**src/rtl/intr_ctrl_if.sv**
```systemverilog
// Signal bundle between the RAT control unit / Flags and the interrupt controller.
// The controller is the slave side; the control unit and bench drive the master side.
interface intr_ctrl_if #(
  parameter int CNT_W = 4
);
  logic             intr_in;
  logic             i_set;
  logic             i_clr;
  logic             intr_ack;
  logic             reti_e;
  logic             reti_d;
  logic             intr_req;
  logic             i_out;
  logic             in_isr;
  logic             flg_shad_ld;
  logic             flg_ld_sel;
  logic [CNT_W-1:0] coal_cnt;

  modport master (
    output intr_in, i_set, i_clr, intr_ack, reti_e, reti_d,
    input  intr_req, i_out, in_isr, flg_shad_ld, flg_ld_sel, coal_cnt
  );

  modport slave (
    input  intr_in, i_set, i_clr, intr_ack, reti_e, reti_d,
    output intr_req, i_out, in_isr, flg_shad_ld, flg_ld_sel, coal_cnt
  );
endinterface

```
**src/rtl/intr_ctrl.sv**
```systemverilog
// RAT MCU interrupt controller: synchronises intr_in, holds one pending request,
// owns the I flag and steers the Flags shadow save/restore on ISR entry/exit.
module intr_ctrl #(
  parameter int SYNC_STAGES = 2,
  parameter int EDGE_MODE   = 1,
  parameter int CNT_W       = 4
) (
  input  logic       clk,
  input  logic       rst,
  intr_ctrl_if.slave ctrl_io
);

  typedef enum logic {
    IDLE = 1'b0,
    ISR  = 1'b1
  } state_t;

  logic [SYNC_STAGES-1:0] sync_q;
  logic                   sync_dly_q;
  logic                   sync_s;
  logic                   evt;
  logic                   intr_req;
  logic                   accept;
  logic                   ret;
  logic                   pend_q, pend_d;
  logic                   ien_q, ien_d;
  logic [CNT_W-1:0]       coal_q, coal_d;
  state_t                 state_q, state_d;

  assign sync_s = sync_q[SYNC_STAGES-1];
  // Level mode re-raises pending every cycle the synced input stays high.
  assign evt    = (EDGE_MODE != 0) ? (sync_s & ~sync_dly_q) : sync_s;

  assign intr_req = pend_q & ien_q & (state_q == IDLE);
  assign accept   = ctrl_io.intr_ack & intr_req;
  assign ret      = ctrl_io.reti_e | ctrl_io.reti_d;

  assign ctrl_io.intr_req    = intr_req;
  assign ctrl_io.i_out       = ien_q;
  assign ctrl_io.in_isr      = (state_q == ISR);
  assign ctrl_io.flg_shad_ld = accept;
  assign ctrl_io.flg_ld_sel  = (state_q == ISR) & ret;
  assign ctrl_io.coal_cnt    = coal_q;

  always_comb begin
    pend_d = pend_q;
    if (evt) begin
      pend_d = 1'b1;
    end else if (accept) begin
      pend_d = 1'b0;
    end

    coal_d = coal_q;
    if (evt && pend_q && !accept && (coal_q != {CNT_W{1'b1}})) begin
      coal_d = coal_q + 1'b1;
    end

    // Clearing sources outrank setting sources, so SEI+CLI and RETIE+RETID both leave I=0.
    ien_d = ien_q;
    if (accept || ctrl_io.reti_d || ctrl_io.i_clr) begin
      ien_d = 1'b0;
    end else if (ctrl_io.reti_e || ctrl_io.i_set) begin
      ien_d = 1'b1;
    end

    state_d = state_q;
    case (state_q)
      IDLE:    if (accept) state_d = ISR;
      ISR:     if (ret) state_d = IDLE;
      default: state_d = IDLE;
    endcase
  end

  always_ff @(posedge clk or posedge rst) begin
    if (rst) begin
      sync_q     <= '0;
      sync_dly_q <= 1'b0;
      pend_q     <= 1'b0;
      ien_q      <= 1'b0;
      coal_q     <= '0;
      state_q    <= IDLE;
    end else begin
      sync_q     <= {sync_q[SYNC_STAGES-2:0], ctrl_io.intr_in};
      sync_dly_q <= sync_s;
      pend_q     <= pend_d;
      ien_q      <= ien_d;
      coal_q     <= coal_d;
      state_q    <= state_d;
    end
  end

endmodule

```
**src/flat_wrapper.sv**
```systemverilog
// flat-port wrapper written by rule: the top's interface ports become plain ports
module intr_ctrl_flat 
#(
  parameter int SYNC_STAGES = 2,
  parameter int EDGE_MODE   = 1,
  parameter int CNT_W       = 4
)
  (clk, rst, ctrl_io_intr_in, ctrl_io_i_set, ctrl_io_i_clr, ctrl_io_intr_ack, ctrl_io_reti_e, ctrl_io_reti_d, ctrl_io_intr_req, ctrl_io_i_out, ctrl_io_in_isr, ctrl_io_flg_shad_ld, ctrl_io_flg_ld_sel, ctrl_io_coal_cnt);
  intr_ctrl_if #(.CNT_W(CNT_W)) ctrl_io_i ();
  input  logic clk;
  input  logic rst;
  input wire logic [$bits(ctrl_io_i.intr_in)-1:0] ctrl_io_intr_in;
  input wire logic [$bits(ctrl_io_i.i_set)-1:0] ctrl_io_i_set;
  input wire logic [$bits(ctrl_io_i.i_clr)-1:0] ctrl_io_i_clr;
  input wire logic [$bits(ctrl_io_i.intr_ack)-1:0] ctrl_io_intr_ack;
  input wire logic [$bits(ctrl_io_i.reti_e)-1:0] ctrl_io_reti_e;
  input wire logic [$bits(ctrl_io_i.reti_d)-1:0] ctrl_io_reti_d;
  output wire logic [$bits(ctrl_io_i.intr_req)-1:0] ctrl_io_intr_req;
  output wire logic [$bits(ctrl_io_i.i_out)-1:0] ctrl_io_i_out;
  output wire logic [$bits(ctrl_io_i.in_isr)-1:0] ctrl_io_in_isr;
  output wire logic [$bits(ctrl_io_i.flg_shad_ld)-1:0] ctrl_io_flg_shad_ld;
  output wire logic [$bits(ctrl_io_i.flg_ld_sel)-1:0] ctrl_io_flg_ld_sel;
  output wire logic [$bits(ctrl_io_i.coal_cnt)-1:0] ctrl_io_coal_cnt;
  assign ctrl_io_i.intr_in = ctrl_io_intr_in;
  assign ctrl_io_i.i_set = ctrl_io_i_set;
  assign ctrl_io_i.i_clr = ctrl_io_i_clr;
  assign ctrl_io_i.intr_ack = ctrl_io_intr_ack;
  assign ctrl_io_i.reti_e = ctrl_io_reti_e;
  assign ctrl_io_i.reti_d = ctrl_io_reti_d;
  assign ctrl_io_intr_req = ctrl_io_i.intr_req;
  assign ctrl_io_i_out = ctrl_io_i.i_out;
  assign ctrl_io_in_isr = ctrl_io_i.in_isr;
  assign ctrl_io_flg_shad_ld = ctrl_io_i.flg_shad_ld;
  assign ctrl_io_flg_ld_sel = ctrl_io_i.flg_ld_sel;
  assign ctrl_io_coal_cnt = ctrl_io_i.coal_cnt;
  intr_ctrl #(.SYNC_STAGES(SYNC_STAGES), .EDGE_MODE(EDGE_MODE), .CNT_W(CNT_W)) u_core (.clk(clk), .rst(rst), .ctrl_io(ctrl_io_i));
endmodule
```
**config.mk**
```make
export PLATFORM = sky130hd
export DESIGN_NAME = intr_ctrl_flat
export DESIGN_NICKNAME = d
export VERILOG_FILES = /design/src/rtl/intr_ctrl_if.sv /design/src/rtl/intr_ctrl.sv /design/src/flat_wrapper.sv
export SDC_FILE = /design/constraint.sdc
export NUM_CORES = 1
export LEC_CHECK = 0
export ABC_CLOCK_PERIOD_IN_PS = 2850
export CAP_MARGIN = 20
export CORE_AREA = 8 8 45 47
export CTS_CLUSTER_SIZE = 28
export DETAILED_ROUTE_END_ITERATION = 10
export DIE_AREA = 0 0 53 55
export SLEW_MARGIN = 10
export SYNTH_ARGS = -nofsm -noshare
export SYNTH_HDL_FRONTEND = slang
export SYNTH_SLANG_ARGS = --single-unit
```
**constraint.sdc**
```tcl
create_clock -name clk -period 2.85 [get_ports clk]
set_input_delay 0.57 -clock clk [delete_from_list [all_inputs] [get_ports clk]]
set_output_delay 0.57 -clock clk [all_outputs]
set_load 0.1 [all_outputs]
```
* Word level (Yosys, flattened, before mapping)
Index checks and enable logic that the tools add are counted. W data, S select, Z words.
Word-level totals: bits of input ports 8, output and inout bits 9, register bits 10, word-level logic and storage cells 32
Operators by class: reductions and logical operators 9, muxes and demuxes 7, bitwise logic cells 8, add/sub/neg operators 1, equal/unequal tests 1
Operators by type and width (count):
- $mux W1 | 6
- $and A1 B1 Y1 | 5
- $add A4 B1 Y4 const B | 1
- $ne A4 B4 Y1 const B | 1
- $reduce_bool A2 Y1 | 2
- $logic_and A1 B1 Y1 | 3
- $logic_or A1 B1 Y1 | 3
- $not A1 Y1 | 2
- $pmux W1 S2 | 1
- $logic_not A1 Y1 | 1
- $or A1 B1 Y1 | 1

* Longest topological paths before layout
Gate-level depths: netlist (run 1).
word-level depth 6, mapped depth 5, gate-level depth less buffers 5

* Least setup slack after synthesis (run 1)
Ideal clock, no wire load.
path kind register -> output, start register u_core.ien_q (netlist: u_core.ctrl_io.i_out), end output ctrl_io_flg_shad_ld, cell stages (with the launch flop) 3, required time 2280 ps, slack -116 ps, buffers on the path 0, arrival time 2396 ps, path through dfrtp_1 > and3b_1 > and2_4
On the way: cells in the longest elaborated chain, start to end 3
RTL lines:
- start, declared | line intr_ctrl.sv:26 | logic ien_q, ien_d;
- start signal, assigned | line intr_ctrl.sv:86 | ien_q <= ien_d;
- $and A1 B1 Y1 (2 in series) | line intr_ctrl.sv:34 | assign intr_req = pend_q & ien_q & (state_q == IDLE);
- via ctrl_io_intr_req | line flat_wrapper.sv:18 | output wire logic [$bits(ctrl_io_i.intr_req)-1:0] ctrl_io_intr_req;
- $and A1 B1 Y1 | line intr_ctrl.sv:35 | assign accept = ctrl_io.intr_ack & intr_req;
- end, declared | line flat_wrapper.sv:21 | output wire logic [$bits(ctrl_io_i.flg_shad_ld)-1:0] ctrl_io_flg_shad_ld;
The timed path passes the listed nets, and every way through them passes these cells.

* Worst setup path after layout (run 1)
start input ctrl_io_reti_d, end output ctrl_io_flg_ld_sel
On the way: cells in the longest elaborated chain, start to end 2
RTL lines:
- start, declared | line flat_wrapper.sv:17 | input wire logic [$bits(ctrl_io_i.reti_d)-1:0] ctrl_io_reti_d;
- $or A1 B1 Y1 | line intr_ctrl.sv:36 | assign ret = ctrl_io.reti_e | ctrl_io.reti_d;
- $and A1 B1 Y1 | line intr_ctrl.sv:42 | assign ctrl_io.flg_ld_sel = (state_q == ISR) & ret;
- end, declared | line flat_wrapper.sv:22 | output wire logic [$bits(ctrl_io_i.flg_ld_sel)-1:0] ctrl_io_flg_ld_sel;
Every way passes these cells.

==> flow_summary.ini, run 1 <==
[worst_setup_path]
crit_type = input port to output pin
start_kind = input port
cp-end-kind = output pin
crit_fanout = 2
cp_data_required_time_ns = 2.28
arrival_ns = 1.51

[global_routing]
antenna_found_initial = 0
grtUsageTotal_pct = 7.88
grt_pass1_vias = 359
grt-ovfl-total = 0
grt_pass1_wl_um = 1670
grt_max_degree = 11

[die]
row_count = 14
die_y_um = 55
ios = 17
initial_core_util_pct = 32.1
die-area_um2 = 2920
core_um2 = 1380
die_w_um = 53

[synth]
synth_area_um2 = 444
yosysSeqAreaShare_pct = 56.3
synth.area.top_cells = dfrtp_1, nand4_4, nand3b_4
yosys.area.top_type_share_pct = 56.3
yosys.area.top_type = dfrtp_1
syn_avg_cell_area_um2 = 13.9
syn_inst = 32
synth_warnings = 0
syn_nets = 41
synth.distinct_cells = 18
synth-seq-cells = 10

[clocking]
cts_hold_buf = 0
post-cts-setup-buffers = 0
cts_made_buffers = 3
clock-sinks = 10
clk_latency_ns = 0.25
clkTransAtPathRegs_ns = 0.05
cts-root-buf = clkbuf_4
cts_tree = done
clock_path_buffers = 2
cts_resized = 0
htree_levels = 1

[finish]
nNetsFinal = 62
final_cell_count_no_fill = 67
num_antenna_cells = 0
nFillCells = 120
final_util_pct = 47.2
multi_input_comb_area_um2 = 190
seqCellArea_um2 = 250
drive_gt1_share_pct = 43.1
syn2layout_area_growth_pct = 47.0

[sta]
hold_viol = 0
tightest_slew_ns = 0.355
drv_slew = 0
period_minus_slack_ns = 2.08
min_period_over_period_pct = 73.0
fmaxAchievable_ghz = 0.481
clock-skew-final_ns = 0.00246
setup_violations = 0
setup_tns_ns = 0
rsz0062_at_grt = false
relSlewSlack_pct = 76.3

[route]
wl_per_cell_um = 14.0
drc = 0
firstDrtPassIters = 2
finalWirelength_um = 938
vias = 304
drt_iter0_markers = 1
viasPerCell = 4.54
ant_nets = 0

[hold_path]
hold_path.class = register to register

[power_and_ir_drop]
power_density_nw_per_um2 = 1050
p_leak_nw = 0.314
fin_total_pwr_w = 0.000685
ir_drop_mv = 0.590

[placement]
hpwl_um = 783
port_buffers = 16
routabilityCongestion = 0.759
dpl.cell_count = 64

[run_status]
status = completed

[flow_run]
maxCapViolations = 0
cells in the final DEF, fill, tap and decap left out, types with 2 or more instances in the layout:
master	count
inv_1	2
buf_12	2
nor2_2	2
xor2_1	2
clkdlybuf4s50_1	7
clkbuf_4	3
nor2b_2	2
buf_4	7
nand3_1	2
a21o_1	2
dfrtp_1	10
cell usage after synthesis:
cell type / number
dfrtp_1: 10
xor2_1: 2
nor2_2: 2
and2_4: 1
mux2_4: 1
nand3b_4: 1
nor4_2: 1
a21o_1: 2
nor2b_2: 1
ha_1: 1
inv_1: 2
nor3_1: 1
and3b_1: 1
nand3_1: 2
nor2_1: 1
nand4_4: 1
nor2b_1: 1
xnor2_1: 1
cell families after synthesis:
group           Yosys count  synth area share [%]
buf+inv                   2                  1.69
compound gates            2                  3.38
flops                    10                  56.3
simple gates             13                  26.5
fa+ha+maj                 1                  2.82
mux                       1                  3.38
xor+xnor                  3                  5.92
final timing paths:
| check | startpoint | endpoint | slack [ns] | cells after the start |
|---|---|---|---|---|
| max | ctrl_io_reti_d | ctrl_io_flg_ld_sel | 0.77 | 4 |
| min | u_core.sync_q[0] | u_core.sync_q[1] | 0.35 | 0 |
| max reg2reg | u_core.ctrl_io.coal_cnt[0] | u_core.ctrl_io.coal_cnt[1] | 1.48 | 4 |
| min reg2reg | u_core.sync_q[0] | u_core.sync_q[1] | 0.35 | 0 |
| max in group asynchronous | rst | u_core.pend_q | 2.00 | 2 |
| min in group asynchronous | rst | u_core.sync_dly_q | 0.59 | 2 |
report_power, final:
| group | switching (W) | internal (W) | leakage (nW) | total [W] |
|---|---|---|---|---|
| Sequential | 0.0000392 | 0.000176 | 0.120 | 0.000216 |
| Combinational | 0.000289 | 0.0000948 | 0.181 | 0.000384 |
| Clock | 0.0000374 | 0.0000481 | 0.0138 | 0.0000855 |
| Total | 0.000366 | 0.000319 | 0.314 | 0.000685 |
final cells by class:
class	instances	share of cell area, %
sequential	10	38.3
multi-input combinational	20	29.1
timing repair buffer	16	24.9
clock buffer	3	3.45
tap	16	3.07
inverter	2	1.15
sequential cells by signal (all words and copies together), names as in the netlist:
signal,cells
u_core.ctrl_io.coal_cnt,4
u_core.ctrl_io.i_out,1
u_core.ctrl_io.in_isr,1
u_core.pend_q,1
u_core.sync_dly_q,1
u_core.sync_q,2
per-stage QoR:
stage	worst slack, ns	instance area [um^2]	hold slack (ns)
floorplan	0.191	448	0.331
global placement	0.818	631	0.332
detailed placement	0.777	631	0.342
CTS	0.767	653	0.355
global route	0.721	653	0.367
finish	0.769	653	0.353
routing by layer:
metal	track usage [%]	share of wire (%)
met5	0	0
met4	7.76	2.0
met3	1.87	11
met2	12.7	43
met1	8.24	44
worst max-delay path: stages:
cell	delay, ns
clkdlybuf4s50_1	0.51
nor2_1	0.08
nor2b_2	0.16
buf_12	0.19
Note: power is estimated with default switching activity, not from simulation.
==> run 2, diff against run 1 <==
--- a/config.mk
+++ b/config.mk
@@ -5,7 +5,7 @@
 export SDC_FILE = /design/constraint.sdc
 export NUM_CORES = 1
 export LEC_CHECK = 0
-export ABC_CLOCK_PERIOD_IN_PS = 2850
+export ABC_CLOCK_PERIOD_IN_PS = 2100
 export CAP_MARGIN = 20
 export CORE_AREA = 8 8 45 47
 export CTS_CLUSTER_SIZE = 28
==> constraint.sdc (replaced) <==
create_clock -name clk -period 2.1 [get_ports clk]
set_input_delay 0.42 -clock clk [delete_from_list [all_inputs] [get_ports clk]]
set_output_delay 0.42 -clock clk [all_outputs]
set_load 0.1 [all_outputs]
==> flow_summary.ini, run 2 (same netlist as run 1, synthesis figures left out) <==
[die]
initial_core_util_pct = 32.1
die_y_um = 55
die-area_um2 = 2920
core_um2 = 1380
ios = 17
row_count = 14
die_w_um = 53

[route]
firstDrtPassIters = 2
wl_per_cell_um = 13.3
finalWirelength_um = 904
drt_iter0_markers = 3
ant_nets = 0
viasPerCell = 4.63
vias = 315
drc = 0

[placement]
placed_area_um2 = 649
port_buffers = 16
dpl.cell_count = 64
place_ws_ns = 0.356
routabilityCongestion = 0.764
hpwl_um = 792

[clocking]
cts_tree = done
clock_path_buffers = 2
cts_hold_buf = 0
clk_latency_ns = 0.25
cts_made_buffers = 3
post-cts-setup-buffers = 0
clock-sinks = 10
cts-root-buf = clkbuf_4
htree_levels = 1
cts_resized = 0
clkTransAtPathRegs_ns = 0.06

[sta]
fmaxAchievable_ghz = 0.575
relSlewSlack_pct = 75.8
period_minus_slack_ns = 1.74
finalWorstSetupSlack_ns = 0.360
min_period_over_period_pct = 82.8
setup_violations = 0
tightest_slew_ns = 0.363
clock-skew-final_ns = 0.00346
drv_slew = 0
rsz0062_at_grt = false
hold_viol = 0

[finish]
final_cell_mix = dfrtp_1, clkdlybuf4s50_1, buf_4
syn2layout_area_growth_pct = 54.4
final_cell_count_no_fill = 68
drive_gt1_share_pct = 46.2
num_antenna_cells = 0
nFillCells = 116
nNetsFinal = 62
final_util_pct = 49.5
final_common_cell = dfrtp_1
design_area_um2 = 686
largest_reg_flops = 4

[hold_path]
whs_endpoint = u_core.sync_q[1]
min-delay-start = u_core.sync_q[0]
hold_path.class = register to register
whs_path_depth = 0

[worst_setup_path]
cp-end-kind = output pin
r2r_end = u_core.ctrl_io.coal_cnt[1]
start_kind = input port
rrSetupSlack_ns = 0.73
crit_chain = clkdlybuf4s50_1 > nor2_1 > nor2b_4 > buf_12
cp_data_required_time_ns = 1.68
cpPeakStageDelay_ns = 0.44
slowest_stage = clkdlybuf4s50_1
r2r_cells = 4
timing.rr.start = u_core.ctrl_io.coal_cnt[0]
crit_type = input port to output pin
crit_fanout = 2
arrival_ns = 1.32

[global_routing]
grt_pass1_wl_um = 1530
antenna_found_initial = 0
grt_max_degree = 11
grtUsageTotal_pct = 7.44
grt-ovfl-total = 0
grt_pass1_vias = 360

[power_and_ir_drop]
power_density_nw_per_um2 = 1430
fin_total_pwr_w = 0.000981
ir_drop_mv = 0.966
p_leak_nw = 0.324

[flow_run]
maxCapViolations = 0

[run_status]
status = completed
-- run 2: cell types whose count changed in the layout (fill, tap and decap cells not counted), sizes merged --
cell    previous run  this run
clkbuf             3         4
-- run 2: per-layer routing --
metal	up-vias	track usage, %	routed length, um
met3	2	2.67	105
li1	148	-	-
met1	149	7.63	369
met2	16	11.3	409
met4	0	7.76	19
met5	-	0	0
-- run 2: cell type report --
cell class | count | area [um^2] | area share [%]
Inverter | 2 | 7.51 | 1.09
Multi-Input combinational cell | 20 | 195 | 28.5
Clock buffer | 4 | 36.3 | 5.29
Tap cell | 16 | 20.0 | 2.92
Timing Repair Buffer | 16 | 175 | 25.5
Sequential cell | 10 | 251 | 36.7
-- run 2: worst max-delay path, delay by kind of cell --
family        cells  cell delay (ns)
buf+inv           2             0.61
simple gates      2             0.29
-- run 2: worst max-delay path by stage --
stage                          start  depth (start not counted)  slack, ns             endpoint
2_1_floorplan  u_core.ctrl_io.in_isr                          2      -0.20  ctrl_io_flg_shad_ld
3_3_place_gp          ctrl_io_reti_d                          4       0.37   ctrl_io_flg_ld_sel
3_5_place_dp          ctrl_io_reti_d                          4       0.36   ctrl_io_flg_ld_sel
4_1_cts        u_core.ctrl_io.in_isr                          3       0.34  ctrl_io_flg_shad_ld
5_1_grt               ctrl_io_reti_e                          4       0.29   ctrl_io_flg_ld_sel
6_report              ctrl_io_reti_d                          4       0.36   ctrl_io_flg_ld_sel
-- run 2: metrics by stage --
stage	setup TNS, ns	hold slack [ns]
after global routing	0	0.378
after CTS	0	0.367
final	0	0.362
after detailed placement	0	0.353
after global placement	0	0.332
after floorplan	-0.204	0.260
-- run 2: where the power goes --
group	total, W	switching (W)	leakage, nW	internal, W
Clock	0.000162	0.0000576	0.0210	0.000105
Sequential	0.000292	0.0000523	0.118	0.000239
Combinational	0.000526	0.000393	0.185	0.000133
Total	0.000981	0.000503	0.324	0.000477
